<file path="config.mk">
export PLATFORM = sky130hd
export DESIGN_NAME = ddr_rd_arbiter
export DESIGN_NICKNAME = d
export VERILOG_FILES = /design/src/rtl/ddr_rd_arbiter.sv
export SDC_FILE = /design/constraint.sdc
export NUM_CORES = 1
export LEC_CHECK = 0
export ABC_AREA = 1
export BUFFER_PORTS_ARGS = -buffer_cell sky130_fd_sc_hd__buf_2
export CORE_MARGIN = 3
export CORE_UTILIZATION = 48
export CTS_CLUSTER_DIAMETER = 100
export CTS_CLUSTER_SIZE = 25
export DETAILED_ROUTE_END_ITERATION = 7
export HOLD_SLACK_MARGIN = 0.1
export PLACE_DENSITY = 0.81
export RECOVER_POWER = 100
export SLEW_MARGIN = 15
export SYNTH_ARGS = -nofsm -noshare
export SYNTH_HDL_FRONTEND = slang
export SYNTH_SLANG_ARGS = --single-unit
</file>
<file path="constraint.sdc">
create_clock -name I_clk -period 3.4 [get_ports I_clk]
set_input_delay 0.51 -clock I_clk [delete_from_list [all_inputs] [get_ports I_clk]]
set_output_delay 0.51 -clock I_clk [all_outputs]
set_load 0.01 [all_outputs]
</file>
<file path="src/rtl/ddr_rd_arbiter.sv">
// Shares one DDR read master between the feature fetcher and the weight/bias loader.
// Requests are split into bursts of at most MAX_BURST beats and re-arbitrated round-robin per burst.
module ddr_rd_arbiter #(
    parameter int unsigned AXIWIDTH  = 128,
    parameter int unsigned LITEWIDTH = 32,
    parameter int unsigned LENWIDTH  = 16,
    parameter int unsigned MAX_BURST = 16
) (
    input  logic                 I_clk,
    input  logic                 I_rst,
    input  logic                 I_ap_start,
    input  logic                 I_feat_req,
    input  logic [LITEWIDTH-1:0] I_feat_addr,
    input  logic [LENWIDTH-1:0]  I_feat_beats,
    input  logic                 I_wgt_req,
    input  logic [LITEWIDTH-1:0] I_wgt_addr,
    input  logic [LENWIDTH-1:0]  I_wgt_beats,
    input  logic                 I_wgt_ch,
    output logic                 O_feat_busy,
    output logic                 O_wgt_busy,
    output logic                 O_feat_done,
    output logic                 O_wgt_done,
    output logic                 O_cmd_valid,
    output logic [LITEWIDTH-1:0] O_cmd_addr,
    output logic [7:0]           O_cmd_len,
    input  logic                 I_cmd_ready,
    input  logic [AXIWIDTH-1:0]  I_rd_data,
    input  logic                 I_rd_dv,
    input  logic                 I_rd_last,
    output logic [AXIWIDTH-1:0]  O_feature,
    output logic                 O_feature_dv,
    output logic [AXIWIDTH-1:0]  O_weight,
    output logic                 O_weight_dv,
    output logic                 O_weight_ch,
    output logic [1:0]           O_err
);

    localparam int unsigned BW    = 9;
    localparam int unsigned BYTES = AXIWIDTH / 8;

    typedef enum logic [1:0] {
        S_IDLE = 2'd0,
        S_CMD  = 2'd1,
        S_DATA = 2'd2
    } state_t;

    state_t               state_q;
    logic                 feat_busy_q, wgt_busy_q;
    logic [LITEWIDTH-1:0] feat_addr_q, wgt_addr_q;
    logic [LENWIDTH-1:0]  feat_rem_q, wgt_rem_q;
    logic                 last_wgt_q, cur_wgt_q;
    logic [BW-1:0]        burst_q, bc_q;
    logic                 cmd_valid_q;
    logic [LITEWIDTH-1:0] cmd_addr_q;
    logic [7:0]           cmd_len_q;
    logic                 feat_done_q, wgt_done_q;
    logic [AXIWIDTH-1:0]  feature_q, weight_q;
    logic                 feature_dv_q, weight_dv_q, weight_ch_q;
    logic [1:0]           err_q;

    logic                 grant_wgt_c;
    logic [LENWIDTH-1:0]  sel_rem_c, cur_rem_c, rem_d;
    logic [LITEWIDTH-1:0] sel_addr_c, cur_addr_c, addr_d;
    logic [BW-1:0]        burst_d, bc_d;
    logic                 beat_fire_c, beat_final_c;
    logic                 feat_cmpl_c, wgt_cmpl_c, feat_acc_c, wgt_acc_c;
    logic [1:0]           err_d;

    // Grant selection, burst bookkeeping, request acceptance and error flags
    always_comb begin
        grant_wgt_c  = (feat_busy_q && wgt_busy_q) ? !last_wgt_q : wgt_busy_q;
        sel_rem_c    = grant_wgt_c ? wgt_rem_q : feat_rem_q;
        sel_addr_c   = grant_wgt_c ? wgt_addr_q : feat_addr_q;
        burst_d      = (sel_rem_c > LENWIDTH'(MAX_BURST)) ? BW'(MAX_BURST) : BW'(sel_rem_c);
        beat_fire_c  = (state_q == S_DATA) && I_rd_dv;
        bc_d         = bc_q + BW'(1);
        beat_final_c = beat_fire_c && (bc_d == burst_q);
        cur_rem_c    = cur_wgt_q ? wgt_rem_q : feat_rem_q;
        cur_addr_c   = cur_wgt_q ? wgt_addr_q : feat_addr_q;
        rem_d        = cur_rem_c - LENWIDTH'(burst_q);
        addr_d       = cur_addr_c + LITEWIDTH'(burst_q) * LITEWIDTH'(BYTES);
        feat_cmpl_c  = beat_final_c && !cur_wgt_q && (rem_d == '0);
        wgt_cmpl_c   = beat_final_c && cur_wgt_q && (rem_d == '0);
        // A request in the completing cycle is accepted as a fresh one
        feat_acc_c   = I_feat_req && (!feat_busy_q || feat_cmpl_c);
        wgt_acc_c    = I_wgt_req && (!wgt_busy_q || wgt_cmpl_c);
        err_d        = I_ap_start ? 2'b00 : err_q;
        if ((I_feat_req && !feat_acc_c) || (I_wgt_req && !wgt_acc_c)) begin
            err_d[0] = 1'b1;
        end
        if ((I_rd_dv && (state_q != S_DATA)) ||
            (beat_fire_c && (I_rd_last != beat_final_c))) begin
            err_d[1] = 1'b1;
        end
    end

    always_ff @(posedge I_clk) begin
        if (!I_rst) begin
            state_q      <= S_IDLE;
            feat_busy_q  <= 1'b0;
            wgt_busy_q   <= 1'b0;
            feat_addr_q  <= '0;
            wgt_addr_q   <= '0;
            feat_rem_q   <= '0;
            wgt_rem_q    <= '0;
            last_wgt_q   <= 1'b1;
            cur_wgt_q    <= 1'b0;
            burst_q      <= '0;
            bc_q         <= '0;
            cmd_valid_q  <= 1'b0;
            cmd_addr_q   <= '0;
            cmd_len_q    <= '0;
            feat_done_q  <= 1'b0;
            wgt_done_q   <= 1'b0;
            feature_q    <= '0;
            weight_q     <= '0;
            feature_dv_q <= 1'b0;
            weight_dv_q  <= 1'b0;
            weight_ch_q  <= 1'b0;
            err_q        <= 2'b00;
        end else begin
            feat_done_q  <= 1'b0;
            wgt_done_q   <= 1'b0;
            feature_dv_q <= 1'b0;
            weight_dv_q  <= 1'b0;
            err_q        <= err_d;

            case (state_q)
                S_IDLE: begin
                    if (feat_busy_q || wgt_busy_q) begin
                        cur_wgt_q   <= grant_wgt_c;
                        last_wgt_q  <= grant_wgt_c;
                        burst_q     <= burst_d;
                        cmd_addr_q  <= sel_addr_c;
                        cmd_len_q   <= 8'(burst_d - BW'(1));
                        cmd_valid_q <= 1'b1;
                        state_q     <= S_CMD;
                    end
                end
                S_CMD: begin
                    if (I_cmd_ready) begin
                        cmd_valid_q <= 1'b0;
                        bc_q        <= '0;
                        state_q     <= S_DATA;
                    end
                end
                S_DATA: begin
                    if (I_rd_dv) begin
                        bc_q <= bc_d;
                        if (cur_wgt_q) begin
                            weight_q    <= I_rd_data;
                            weight_dv_q <= 1'b1;
                        end else begin
                            feature_q    <= I_rd_data;
                            feature_dv_q <= 1'b1;
                        end
                        if (beat_final_c) begin
                            state_q <= S_IDLE;
                            if (cur_wgt_q) begin
                                wgt_rem_q  <= rem_d;
                                wgt_addr_q <= addr_d;
                            end else begin
                                feat_rem_q  <= rem_d;
                                feat_addr_q <= addr_d;
                            end
                            if (feat_cmpl_c) begin
                                feat_done_q <= 1'b1;
                                feat_busy_q <= 1'b0;
                            end
                            if (wgt_cmpl_c) begin
                                wgt_done_q <= 1'b1;
                                wgt_busy_q <= 1'b0;
                            end
                        end
                    end
                end
                default: state_q <= S_IDLE;
            endcase

            // Capture placed after completion so a back-to-back request wins
            if (feat_acc_c) begin
                if (I_feat_beats == '0) begin
                    feat_done_q <= 1'b1;
                end else begin
                    feat_busy_q <= 1'b1;
                    feat_addr_q <= I_feat_addr;
                    feat_rem_q  <= I_feat_beats;
                end
            end
            if (wgt_acc_c) begin
                weight_ch_q <= I_wgt_ch;
                if (I_wgt_beats == '0) begin
                    wgt_done_q <= 1'b1;
                end else begin
                    wgt_busy_q <= 1'b1;
                    wgt_addr_q <= I_wgt_addr;
                    wgt_rem_q  <= I_wgt_beats;
                end
            end
        end
    end

    assign O_feat_busy  = feat_busy_q;
    assign O_wgt_busy   = wgt_busy_q;
    assign O_feat_done  = feat_done_q;
    assign O_wgt_done   = wgt_done_q;
    assign O_cmd_valid  = cmd_valid_q;
    assign O_cmd_addr   = cmd_addr_q;
    assign O_cmd_len    = cmd_len_q;
    assign O_feature    = feature_q;
    assign O_feature_dv = feature_dv_q;
    assign O_weight     = weight_q;
    assign O_weight_dv  = weight_dv_q;
    assign O_weight_ch  = weight_ch_q;
    assign O_err        = err_q;

endmodule

</file>
==> summary.txt <==
Power
  • Total power: 9.97 mW
  • Pint: about 6.9 mW
  • Clock group share of total power: 28.5%
  • Worst vdd ir: 0.379 mV
  • Comb pwr share: 18.2%
  • Pwr Density: 419 mW/mm2
  • Sw Share: a little over 30%
  • Pleak: 11.1 nW
  • P_sw: 3.04 mW
  • Reg power frac: roughly 53%

Worst setup path
  • Crit path DAT: 3.67 ns
  • Max FO, Critical Path: 12
  • CP Class: flip-flop to flip-flop
  • Reg2Reg Setup Slack: 0.17 ns
  • Required @ worst endpoint: about 3.8 ns
  • Startpoint Class: flip-flop
  • CP Capture Type: flip-flop

Placed design
  • Area post-placement: about 0.024 mm2
  • RePlAce Congestion: 0.940
  • Worst slack, placed: 0.138 ns
  • IO Port Bufs: between 500 and 600
  • Dpl cells: between 4000 and 5000
  • Post-DP HPWL: between 50 and 60 mm

Synth
  • Cells after Synth: 3173
  • Compound-Gate Fraction of Synth Area: between 10 and 15%
  • Mux cell area share after synthesis: 0.147%
  • Ranking of synthesized cells by area: dfxtp_1 (41%), nand2_1 (17%), nor2_1 (11%)
  • Mapped cell area: ~0.02 mm2
  • Area share of and/or/nand/nor cells after synthesis: 34.4%
  • Post-Synth XOR/XNOR Area: 0.641%
  • Main combinational cell family by area after synthesis: simple AND/OR/NAND/NOR gates
  • Seq/Total Area, Yosys: between 40% and 50%
  • Synth cell types: 41
  • Synthesis Warnings: 0
  • Synth Area per Inst: 6.45 um2
  • Adder-cell area share of the yosys netlist: ~1.8%
  • Syn Nets: roughly 3400
  • #FFs+latches synth: 424
  • Synth top area share: 41.4%
  • Synth area leader: dfxtp_1

Die
  • Row Count: 75
  • I/O pins: 539
  • Chip width: 213 um
  • Initial Util: about half
  • DIE HEIGHT: about 210 um
  • Placeable Area: about 0.042 mm2
  • DIE AREA: 0.0452 mm2

Detailed routing
  • Final WL: between 70 and 80 mm
  • DRT Pass-1 Iters: 5
  • Iter 0 DRT Violations: between 2000 and 2500
  • Remaining antenna violation count: 0
  • Vias: approximately 22000
  • DR WL/cell: approximately 18 um
  • DRC: 0
  • DR vias/cell: 5.39

STA
  • Headroom to the max-slew limit: -28.6%
  • Fin crit share: 95.0%
  • Worst-Margin Slew: 1.93 ns
  • Max Clock Skew: 0.0266 ns
  • Setup violators final: 0
  • Final slew viol count: 34
  • Final hold viol count: 0
  • Post-route worst setup slack: 0.171 ns
  • Final min period: about 3.2 ns
  • Fmax: 310 MHz

Finish
  • Layout Area Growth over Synthesis: 16.4%
  • Nets: roughly 3800
  • Non-Filler Instances: 4128
  • Most frequent cells in the layout: nand2_1 (912), nor2_1 (588), dfxtp_1 (423)
  • Final instance area: 0.0238 mm2
  • Most common cell after layout, fill and taps aside: nand2_1
  • Util after Layout: 56.7%
  • Layout cells sized above 1: 9.24%

Min path
  • Min-delay worst type: primary input to flip-flop

Outcome
  • Failing checks: capacitance limit, slew limit
  • Status: finished, violations left

GRT
  • Vias in the first global route: around 20000
  • Total track usage: 30.9%
  • Grt ovf: 0
  • Global-route wire length before repair: 112 mm
  • Initial antenna violation count: 11
  • Largest net degree at the start of global routing: 143

Clock network
  • Sink Count: between 400 and 500
  • CTS tree: built
  • CTS clk-pin slew, worst paths: 0.10 ns
  • CTS root buf: clkbuf_16
  • H-tree Lvls: 1
  • Longest Clk Path Bufs: 3
  • # hold bufs at CTS: 0
  • Latest clock arrival within the worst-skew pair: about 0.57 ns
  • Total CTS buffers: 21

Run
  • Number of max-cap violations: 1
==> power groups by stage <==
stage	logic (mW)	clock network [mW]	registers (mW)
after floorplan	1.07	0	5.45
after global placement	1.75	0	5.42
after detailed placement	1.77	0	5.42
after CTS	1.78	2.86	5.31
after global routing	2.02	3.02	5.34
final	1.81	2.84	5.32
==> area by class of cell <==
class / instances / area [um2]
fill: 4268 / 18200
multi-input combinational: 2356 / 10500
sequential: 424 / 8490
timing repair buffer: 579 / 2820
inverter: 200 / 758
tap: 539 / 674
clock buffer: 22 / 539
clock inverter: 3 / 28.8
antenna: 5 / 12.5
==> critical path, stage by stage (launching register included) <==
cell	delay [ns]
dfxtp_4	0.43
buf_4	0.19
mux2i_1	0.09
ha_1	0.21
fa_1	0.40
inv_1	0.10
nand3_1	0.09
nand2_1	0.10
nand2_1	0.05
nand2_1	0.11
nand3_1	0.11
nor2_1	0.12
nand3_1	0.13
nor2_4	0.19
nand4_4	0.16
nand2_8	0.16
nand2_4	0.11
buf_4	0.24
nand2_1	0.08
a21oi_1	0.06
==> metal layers <==
metal  vias to the layer above  track usage, %  share of wire, %
met5                         -               0              0.12
met2                      1192            48.6                45
met3                       184            6.99                11
met1                      9988            41.7                40
li1                      10900               -                 -
met4                        12            11.4               4.0
==> sequential cells by signal, indices dropped and copies added (netlist names), 2 cells and up <==
| signal | flops |
|---|---|
| O_err | 2 |
| bc_q | 9 |
| O_cmd_len | 8 |
| burst_q | 9 |
| state_q | 2 |
| feat_addr_q | 32 |
| feat_rem_q | 16 |
| O_cmd_addr | 32 |
| wgt_addr_q | 32 |
| O_feature | 128 |
| O_weight | 128 |
| wgt_rem_q | 16 |
==> final timing paths <==
path                                end  cells after the start                     start
max reg2reg  feat_addr_q[23]$_SDFF_PN0_                     19    cur_wgt_q$_SDFFE_PN0P_
min           O_weight[36]$_SDFFE_PN0P_                      3             I_rd_data[36]
max          feat_addr_q[23]$_SDFF_PN0_                     19    cur_wgt_q$_SDFFE_PN0P_
min reg2reg    O_cmd_valid$_SDFFE_PN0P_                      2  O_cmd_valid$_SDFFE_PN0P_
==> synthesized netlist by cell type, drive strengths merged <==
master,count
o31ai,2
dfxtp,424
or2,4
o21bai,1
inv,199
o21ai,385
nand4,21
fa,2
nor3,14
a41oi,1
nor2,597
and2,17
mux2i,3
o211ai,2
clkbuf,157
buf,36
clkinv,1
o21a,3
nor4,2
xnor2,9
xor2,6
ha,26
a31oi,32
and3,1
nand3,172
nand2,921
a21boi,1
nand3b,4
a21oi,130
==> per-stage QoR <==
step                      hold WS [ns]  setup TNS (ns)
after CTS                        0.172               0
after global placement           0.447               0
after detailed placement         0.454               0
after floorplan                  0.429               0
final                            0.182               0
after global routing             0.182         -0.0379
==> kinds of logic (layout without fill, tap and decap cells) <==
| logic type | count (synthesis) | in the layout |
|---|---|---|
| AO/OA/AOI/OAI | 557 | 557 |
| AND/OR/NAND/NOR | 1753 | 1753 |
| XOR/XNOR | 15 | 15 |
| flip-flops | 424 | 424 |
| other | 0 | 5 |
| adder cells (fa/ha/maj) | 28 | 28 |
| buffers and inverters | 393 | 804 |
| multiplexers | 3 | 3 |
==> what timing repair did <==
item | CTS | global route
gates resized for setup | 0 | 14
buffers inserted | 0 | 1
setup endpoints to repair | 0 | 99
Power figures use the tool's default switching activity.
